**src/rtl/text_menu_pkg.sv**
```systemverilog
// Shared constants and types for the text-editor menu navigation controller:
// PS/2 set-2 scan codes, menu item codes, window encodings and decoded key ids.
package text_menu_pkg;

    // PS/2 set-2 bytes of interest
    localparam logic [7:0] SC_EXT   = 8'hE0;
    localparam logic [7:0] SC_BRK   = 8'hF0;
    localparam logic [7:0] SC_ENTER = 8'h5A;
    localparam logic [7:0] SC_ESC   = 8'h76;
    localparam logic [7:0] SC_LEFT  = 8'h6B;
    localparam logic [7:0] SC_RIGHT = 8'h74;
    localparam logic [7:0] SC_UP    = 8'h75;
    localparam logic [7:0] SC_DOWN  = 8'h72;

    // Text menu items; ITEM_NONE means the user is editing text
    localparam logic [2:0] ITEM_NONE  = 3'd0;
    localparam logic [2:0] ITEM_OPEN  = 3'd1;
    localparam logic [2:0] ITEM_SAVE  = 3'd2;
    localparam logic [2:0] ITEM_EXIT  = 3'd3;
    localparam logic [2:0] ITEM_CAPS  = 3'd4;
    localparam logic [2:0] ITEM_COLOR = 3'd5;
    localparam logic [2:0] ITEM_SIZE  = 3'd6;

    // Command issued when Exit is chosen in the main dialog
    localparam logic [2:0] CMD_DLG_EXIT = 3'd7;

    // window_selector encodings
    localparam logic WIN_TEXT   = 1'b1;
    localparam logic WIN_DIALOG = 1'b0;

    typedef enum logic [2:0] {
        KEY_NONE  = 3'd0,
        KEY_LEFT  = 3'd1,
        KEY_RIGHT = 3'd2,
        KEY_UP    = 3'd3,
        KEY_DOWN  = 3'd4,
        KEY_ENTER = 3'd5,
        KEY_ESC   = 3'd6
    } key_id_t;

    typedef enum logic [1:0] {
        PS_IDLE    = 2'd0,
        PS_EXT     = 2'd1,
        PS_BRK     = 2'd2,
        PS_EXT_BRK = 2'd3
    } parse_state_t;

    // Next text menu item to the right, wrapping Size back to Open
    function automatic logic [2:0] item_right(input logic [2:0] item);
        return (item == ITEM_SIZE) ? ITEM_OPEN : item + 3'd1;
    endfunction

    // Next text menu item to the left, wrapping Open back to Size
    function automatic logic [2:0] item_left(input logic [2:0] item);
        return (item == ITEM_OPEN) ? ITEM_SIZE : item - 3'd1;
    endfunction

endpackage

```
**src/rtl/text_menu_ctrl_ps2_key_decoder.sv**
```systemverilog
// PS/2 scan-code parser: tracks E0/F0 prefixes, discards break codes and
// keypad (un-prefixed) arrows, abandons stale prefixes after a timeout, and
// emits a registered one-cycle key_valid with the decoded key id.
import text_menu_pkg::*;

module ps2_key_decoder #(
    parameter int TIMEOUT_CYCLES = 2_500_000
) (
    input  logic       clk,
    input  logic       reset,
    input  logic       scan_done_tick,
    input  logic [7:0] scan_code,
    output logic       key_valid,
    output key_id_t    key_id
);

    localparam int CNT_W = $clog2(TIMEOUT_CYCLES) + 1;
    localparam logic [CNT_W-1:0] CNT_LAST = CNT_W'(TIMEOUT_CYCLES - 1);

    parse_state_t     state_q, state_d;
    logic [CNT_W-1:0] cnt_q, cnt_d;
    logic             key_valid_q, key_valid_d;
    key_id_t          key_id_q, key_id_d;

    // Next-state, timeout and key decode; a byte arriving on the expiry cycle wins
    always_comb begin
        state_d     = state_q;
        cnt_d       = cnt_q;
        key_valid_d = 1'b0;
        key_id_d    = KEY_NONE;
        if (scan_done_tick) begin
            case (state_q)
                PS_IDLE: begin
                    case (scan_code)
                        SC_EXT:   state_d = PS_EXT;
                        SC_BRK:   state_d = PS_BRK;
                        SC_ENTER: begin key_valid_d = 1'b1; key_id_d = KEY_ENTER; end
                        SC_ESC:   begin key_valid_d = 1'b1; key_id_d = KEY_ESC;   end
                        default:  ;
                    endcase
                end
                PS_EXT: begin
                    state_d = PS_IDLE;
                    case (scan_code)
                        SC_BRK:   state_d = PS_EXT_BRK;
                        SC_LEFT:  begin key_valid_d = 1'b1; key_id_d = KEY_LEFT;  end
                        SC_RIGHT: begin key_valid_d = 1'b1; key_id_d = KEY_RIGHT; end
                        SC_UP:    begin key_valid_d = 1'b1; key_id_d = KEY_UP;    end
                        SC_DOWN:  begin key_valid_d = 1'b1; key_id_d = KEY_DOWN;  end
                        default:  ;
                    endcase
                end
                default: state_d = PS_IDLE;  // break code byte: discard
            endcase
            if (state_d != PS_IDLE) begin
                cnt_d = '0;
            end
        end else if (state_q != PS_IDLE) begin
            if (cnt_q == CNT_LAST) begin
                state_d = PS_IDLE;
                cnt_d   = '0;
            end else begin
                cnt_d = cnt_q + 1'b1;
            end
        end
    end

    // Parser state, timeout counter and decoded key registers
    always_ff @(posedge clk) begin
        if (reset) begin
            state_q     <= PS_IDLE;
            cnt_q       <= '0;
            key_valid_q <= 1'b0;
            key_id_q    <= KEY_NONE;
        end else begin
            state_q     <= state_d;
            cnt_q       <= cnt_d;
            key_valid_q <= key_valid_d;
            key_id_q    <= key_id_d;
        end
    end

    assign key_valid = key_valid_q;
    assign key_id    = key_id_q;

endmodule

```
**src/rtl/text_menu_ctrl.sv**
```systemverilog
// Menu navigation controller: turns decoded keys into item/window selection
// for the menu renderer and one-cycle command strobes for the editor core.
import text_menu_pkg::*;

module text_menu_ctrl #(
    parameter int TIMEOUT_CYCLES = 2_500_000
) (
    input  logic       clk,
    input  logic       reset,
    input  logic       scan_done_tick,
    input  logic [7:0] scan_code,
    output logic [2:0] item_selector,
    output logic       window_selector,
    output logic       cmd_valid,
    output logic [2:0] cmd_code
);

    logic    key_valid;
    key_id_t key_id;

    ps2_key_decoder #(
        .TIMEOUT_CYCLES(TIMEOUT_CYCLES)
    ) u_decoder (
        .clk           (clk),
        .reset         (reset),
        .scan_done_tick(scan_done_tick),
        .scan_code     (scan_code),
        .key_valid     (key_valid),
        .key_id        (key_id)
    );

    logic       win_q, win_d;
    logic [2:0] item_q, item_d;         // text menu item
    logic       dlg_q, dlg_d;           // dialog item (0 = enter editor, 1 = Exit)
    logic [2:0] item_sel_q, item_sel_d;
    logic       cmd_valid_q, cmd_valid_d;
    logic [2:0] cmd_code_q, cmd_code_d;

    // Navigation rules for the dialog and the text menu
    always_comb begin
        win_d       = win_q;
        item_d      = item_q;
        dlg_d       = dlg_q;
        cmd_valid_d = 1'b0;
        cmd_code_d  = cmd_code_q;
        if (key_valid) begin
            if (win_q == WIN_DIALOG) begin
                case (key_id)
                    KEY_LEFT, KEY_RIGHT, KEY_UP, KEY_DOWN: dlg_d = ~dlg_q;
                    KEY_ENTER: begin
                        if (!dlg_q) begin
                            win_d  = WIN_TEXT;
                            item_d = ITEM_NONE;
                        end else begin
                            cmd_valid_d = 1'b1;
                            cmd_code_d  = CMD_DLG_EXIT;
                        end
                    end
                    default: ;
                endcase
            end else if (item_q == ITEM_NONE) begin
                // While editing, only Esc reaches the menu
                if (key_id == KEY_ESC) begin
                    item_d = ITEM_OPEN;
                end
            end else begin
                case (key_id)
                    KEY_RIGHT: item_d = item_right(item_q);
                    KEY_LEFT:  item_d = item_left(item_q);
                    KEY_ESC:   item_d = ITEM_NONE;
                    KEY_ENTER: begin
                        cmd_valid_d = 1'b1;
                        cmd_code_d  = item_q;
                        item_d      = ITEM_NONE;
                        if (item_q == ITEM_EXIT) begin
                            win_d = WIN_DIALOG;
                            dlg_d = 1'b0;
                        end
                    end
                    default: ;
                endcase
            end
        end
        item_sel_d = (win_d == WIN_TEXT) ? item_d : {2'b00, dlg_d};
    end

    // Navigation state and registered outputs
    always_ff @(posedge clk) begin
        if (reset) begin
            win_q       <= WIN_DIALOG;
            item_q      <= ITEM_NONE;
            dlg_q       <= 1'b0;
            item_sel_q  <= ITEM_NONE;
            cmd_valid_q <= 1'b0;
            cmd_code_q  <= 3'd0;
        end else begin
            win_q       <= win_d;
            item_q      <= item_d;
            dlg_q       <= dlg_d;
            item_sel_q  <= item_sel_d;
            cmd_valid_q <= cmd_valid_d;
            cmd_code_q  <= cmd_code_d;
        end
    end

    assign item_selector   = item_sel_q;
    assign window_selector = win_q;
    assign cmd_valid       = cmd_valid_q;
    assign cmd_code        = cmd_code_q;

endmodule

```
**config.mk**
```make
export PLATFORM = sky130hd
export DESIGN_NAME = text_menu_ctrl
export DESIGN_NICKNAME = d
export VERILOG_FILES = /design/src/rtl/text_menu_pkg.sv /design/src/rtl/text_menu_ctrl_ps2_key_decoder.sv /design/src/rtl/text_menu_ctrl.sv
export SDC_FILE = /design/constraint.sdc
export NUM_CORES = 1
export LEC_CHECK = 0
export BUFFER_PORTS_ARGS = -buffer_cell sky130_fd_sc_hd__buf_4
export CORE_MARGIN = 2
export CORE_UTILIZATION = 45
export DETAILED_ROUTE_END_ITERATION = 8
export GPL_TIMING_DRIVEN = 0
export PLACE_DENSITY = 0.75
export SYNTH_ARGS = -nofsm -noshare
export SYNTH_HDL_FRONTEND = slang
export SYNTH_SLANG_ARGS = --single-unit
```
**constraint.sdc**
```tcl
create_clock -name clk -period 2.1 [get_ports clk]
set_input_delay 0.42 -clock clk [delete_from_list [all_inputs] [get_ports clk]]
set_output_delay 0.42 -clock clk [all_outputs]
set_load 0.02 [all_outputs]
```
Word level (Yosys, flattened, before mapping)
Index checks and enable logic that the tools add are counted.
- equality and inequality tests: 21
- reduce and logical (&&, ||, !) cells: 19
- bitwise operators: 4
- muxes and demuxes: 50
- add/sub/neg operators: 3
- operators by type and width (cell ; number):
    2-to-1 mux 23 bit ; 4
    equality test 8 x 7 -> 1 bit (second input constant) ; 6
    2-to-1 mux 3 bit ; 13
    adder 23 x 1 -> 23 bit (second input constant) ; 1
    equality test 23 x 22 -> 1 bit (second input constant) ; 1
    2-to-1 mux 1 bit ; 21
    equality test 8 bit (second input constant) ; 2
    nonzero test 2 bit ; 7
    equality test 3 bit (second input constant) ; 4
    case mux 3 bit (2 select lines) ; 2
    case mux 3 bit (4 select lines) ; 1
    2-to-1 mux 2 bit ; 5
    OR reduction 2 bit ; 5
    equality test 3 x 2 -> 1 bit (second input constant) ; 3
    case mux 3 bit (3 select lines) ; 1
    case mux 2 bit (2 select lines) ; 2
    OR reduction 4 bit ; 2
    equality test 3 x 1 -> 1 bit (second input constant) ; 2
    AND reduction 5 bit ; 1
    inverter 1 bit ; 4
    AND reduction 2 bit ; 2
    adder 3 x 1 -> 3 bit (second input constant) ; 1
    logical NOT 3 bit ; 1
    subtractor 3 x 1 -> 3 bit (second input constant) ; 1
    5 further kinds ; 5
- flip-flop bits (word level): 41
- output and inout port bits: 8
- bits of input ports: 11
- word-level logic and storage cells: 108

Longest topological paths before layout
- depth after elaboration: 8
- gate-level depth with buffers: 7
- depth with buffers taken out: 7

Modules after synthesis
A second synthesis with hierarchy kept.
- cell total of the unflattened synthesis: 309
- area, all modules: 2502.4 um^2
- by module, submodules not included (module ; area each (um^2) ; times used ; cells each ; seq. area each (um^2)):
    ps2_key_decoder ; 1727.9 ; 1 ; 219 ; 580.6
    text_menu_ctrl ; 774.5 ; 1 ; 90 ; 240.2

Worst setup path after synthesis
Ideal clock, no wire load.
- path type: register to register
- start point: register item_q[0]
- end point: register item_sel_q[1] (netlist: item_selector[1])
- path buffers: 0
- required time: 1.985 ns
- arrival time: 1.889 ns
- stages on the path, launching flop included: 8
- period minus slack after synthesis: 2.003 ns
- library setup time: 0.115 ns
- setup slack: 0.097 ns
- cells stage by stage: dfxtp_1 inv_1 ha_1 nor2b_1 or4b_2 o21ai_0 nor2_1 and2_1
- longest elaborated chain between the ends: 8
- elaborated cells between the ends (all ways): 19
- those cells by class: add/sub: 2; eq/ne: 3; mux: 11; bitwise: 1; reduce/logical: 2
- RTL lines (element ; RTL line ; RTL):
    start, declared ; text_menu_ctrl.sv:33 ; logic [2:0] item_q, item_d;
    start signal, assigned ; text_menu_ctrl.sv:98 ; item_q <= item_d;
    branches (longest 8 deep; another with subtractor 3 x 1 -> 3 bit) ; - ;
    end signal, assigned ; text_menu_ctrl.sv:100 ; item_sel_q <= item_sel_d;
    end, declared ; text_menu_ctrl.sv:35 ; logic [2:0] item_sel_q, item_sel_d;
Parallel ways; which one is timed is not known.
A chain may end at the register's enable or synchronous reset.

Worst setup path in the final report
Ends and elaborated chain as after synthesis.

==> summary.txt <==
Power and ir drop
  – Net Sw Frac: 0.211
  – Sequential Power Share: 0.514
  – PwrDens: ~550 mW/mm²
  – Clock share of power: 0.443
  – Leakage dissipation: 0.976 nW
  – Sw power: 319 µW
  – Internal Power: 1.19 mW
  – Gate power share: 0.043
  – Maximum vdd drop: 0.310 mV

Placement
  – Placement Cell Area: 0.00259 mm²
  – Placement Setup Slack: -0.163 ns
  – Hpwl dp: 3.54 mm
  – I/O Buffers: 17
  – Gpl congestion: 0.927

Timing
  – Worst-Margin Slew: 0.584 ns
  – Clock Skew: 0.00470 ns
  – Final TNS setup: 0 ns
  – # setup viols final: 0
  – RSZ-0062 raised after global routing: no
  – Final hold viol count: 0
  – Slew margin rel.: 0.609
  – Crit share post-route: 0.957
  – Min cycle time layout: 2.01 ns
  – Fin worst setup slack: 0.0894 ns
  – Fmax: 497 MHz
  – Pins Over Slew Limit: 0

Synthesis
  – Sequential element share of the synthesized area: 0.346
  – Post-Synthesis Mean Instance Area: 8.70 µm²
  – Syn. warnings: 0
  – Synthesis-stage register bit count: slightly above 40
  – Synth unique cells: 60
  – Asr flop ratio synth: 0
  – Synth Cell Area: 0.00237 mm²
  – Number of synthesized flops with an enable pin: 0
  – Post-Syn Nets: 295
  – Most used DFF post-synth: dfxtp_1
  – Syn Inst Count: 273

CTS
  – H-tree levels: 2
  – Reg clk slew, reported paths: 0.08 ns
  – Clock sink count: 41
  – Clock tree from TritonCTS: done
  – Worst-Skew Late Latency: 0.30 ns
  – Clock buffer count from CTS: 5
  – Clock root buffer: clkbuf_8
  – CTS Buffer Depth: 2

Drt
  – Routed vias/inst: 5.53
  – ANT nets after route: 0
  – Routed WL: between 4 and 5 mm
  – # DRC: 0
  – Router iterations before antenna repair: 5
  – Starting DRC count in detailed routing: 141
  – Routed wire per std cell: approximately 13 µm
  – DR vias: between 2000 and 2500

Floorplanning
  – Die area: 0.00587 mm²
  – I/O Pins: 19
  – Die height: 76.6 µm
  – Starting density of the core: 0.465
  – Site Rows: 26
  – Die W: around 77 µm
  – Core area: 0.00511 mm²

Worst setup path
  – Worst-path cell with the longest stage delay: or4b_2
  – CP top delay family: simple AND/OR/NAND/NOR gates
  – Worst Path Required: 2.29 ns
  – Reg2reg setup slack: slightly below 0.09 ns
  – Endpoint type of the worst setup path: register
  – Worst path cell trace: inv_1, ha_2, nor2b_1, or4b_2, o21ai_2, nor2_1, and2_1
  – Data arrival time of the critical path: 2.20 ns
  – Worst setup path endpoint: item_selector[1]$_SDFF_PP0_
  – R2R Path End: item_selector[1]$_SDFF_PP0_
  – Stages on worst setup path: 7
  – WS Path Type: register to register
  – Critical path origin: item_q[0]$_SDFF_PP0_
  – Largest stage delay, worst path: 0.68 ns
  – Worst r2r src: item_q[0]$_SDFF_PP0_
  – Crit-path max FO: 7
  – Worst setup SP type: register
  – Cell count of the worst reg-to-reg path: 7
  – Crit path buf inv count: 1

GRT
  – Vias in the first global route: between 1500 and 2000
  – Largest net degree at the start of global routing: 14
  – All-layer global routing usage: 0.176
  – Total gr overflow: 0
  – Antenna violations before repair: 0
  – First-pass GRT wire length: 8.58 mm

Min path
  – Hold depth: 2
  – Worst Hold Class: input port to register
  – Hold Crit Start: reset

Final layout
  – Share of layout cells above drive strength 1: 0.183
  – Area Overhead vs Synth: 15.9%
  – Ant. Diodes: 0
  – Fin area: ~0.0028 mm²
  – Filler cell count: 476
  – Commonest non-fill, non-tap cell in the layout: nor2_1
  – Most frequent cells in the layout: nor2_1 (42), dfxtp_1 (40), nand2_1 (22)
  – Nets: 321

Run
  – Max Cap Viol: 0

Status
  – Outcome: finished, final reports clean
==> metrics by stage <==
step | total power [mW] | util | hold WS, ns | cells
floorplan | 0.830 | - | 0.452 | 273
global placement | 0.859 | 0.507 | 0.464 | 360
detailed placement | 0.860 | 0.507 | 0.469 | 360
CTS | 1.52 | 0.532 | 0.363 | 368
global route | 1.56 | 0.539 | 0.371 | 370
finish | 1.51 | 0.539 | 0.373 | 370
==> per-layer routing <==
| metal | up-vias | routed length, µm | track usage |
|---|---|---|---|
| met5 | - | 0 | 0 |
| met4 | 0 | 63 | 0.0582 |
| met3 | 6 | 245 | 0.0355 |
| met2 | 63 | 2250 | 0.279 |
| met1 | 947 | 2390 | 0.241 |
| li1 | 1031 | - | - |
==> synthesized netlist by cell type (all sizes together) (5+ instances only) <==
master,n,area share
nor2,43,0.069
dfxtp,41,0.35
nand2,22,0.035
nand3,15,0.032
xor2,13,0.048
ha,11,0.058
inv,11,0.017
nand4,10,0.026
o21ai,10,0.023
nor3,9,0.019
xnor2,8,0.030
a21oi,5,0.012
buf,5,0.019
nor4,5,0.022
==> registers in the layout, summed over array words and instances, names as in the netlist <==
name / cells
u_decoder.cnt_q: 23
cmd_code: 3
item_q: 3
item_selector: 3
u_decoder.key_id: 3
u_decoder.state_q: 2
cmd_valid: 1
dlg_q: 1
u_decoder.key_valid: 1
window_selector: 1
==> power by group through the flow <==
stage	Sequential [mW]	Clock, mW	Combinational [mW]
2_1_floorplan	0.795	0	0.0347
6_report	0.776	0.669	0.0645
3_3_place_gp	0.795	0	0.0635
5_1_grt	0.776	0.712	0.0709
3_5_place_dp	0.795	0	0.0646
4_1_cts	0.777	0.677	0.0647
==> timing repair <==
action                     in CTS  in global routing
setup endpoints to repair       4                 22
gates resized for setup         3                  5
pin swaps                       0                  1
hold buffers                    0                  0
setup buffers                   0                  2
==> final cells by class <==
cell class                      count  area [µm²]  share of cell area
Sequential cell                    41         825               0.300
Tap cell                           70        87.6              0.0318
Clock buffer                        6        82.6              0.0300
Timing Repair Buffer               19         143              0.0518
Buffer                              9        61.3              0.0223
Multi-Input combinational cell    212        1470               0.536
Clock inverter                      2        37.5              0.0136
Inverter                           11        41.3              0.0150
==> cells by family after synthesis <==
kind of cell / count (synthesis) / synth area share
simple gates: 138 / 0.333
flops: 41 / 0.346
compound gates: 40 / 0.134
xor+xnor: 21 / 0.0775
buf+inv: 20 / 0.0432
fa+ha+maj: 11 / 0.0580
mux: 2 / 0.00896
==> how the worst min path moves through the flow <==
stage               slack, ns                              end
floorplan                0.45  u_decoder.cnt_q[1]$_SDFFE_PP0P_
global placement         0.46  u_decoder.cnt_q[1]$_SDFFE_PP0P_
detailed placement       0.47  u_decoder.cnt_q[1]$_SDFFE_PP0P_
CTS                      0.36       window_selector$_SDFF_PP0_
global route             0.37       window_selector$_SDFF_PP0_
finish                   0.37       window_selector$_SDFF_PP0_
(Power assumes the default switching activity.)
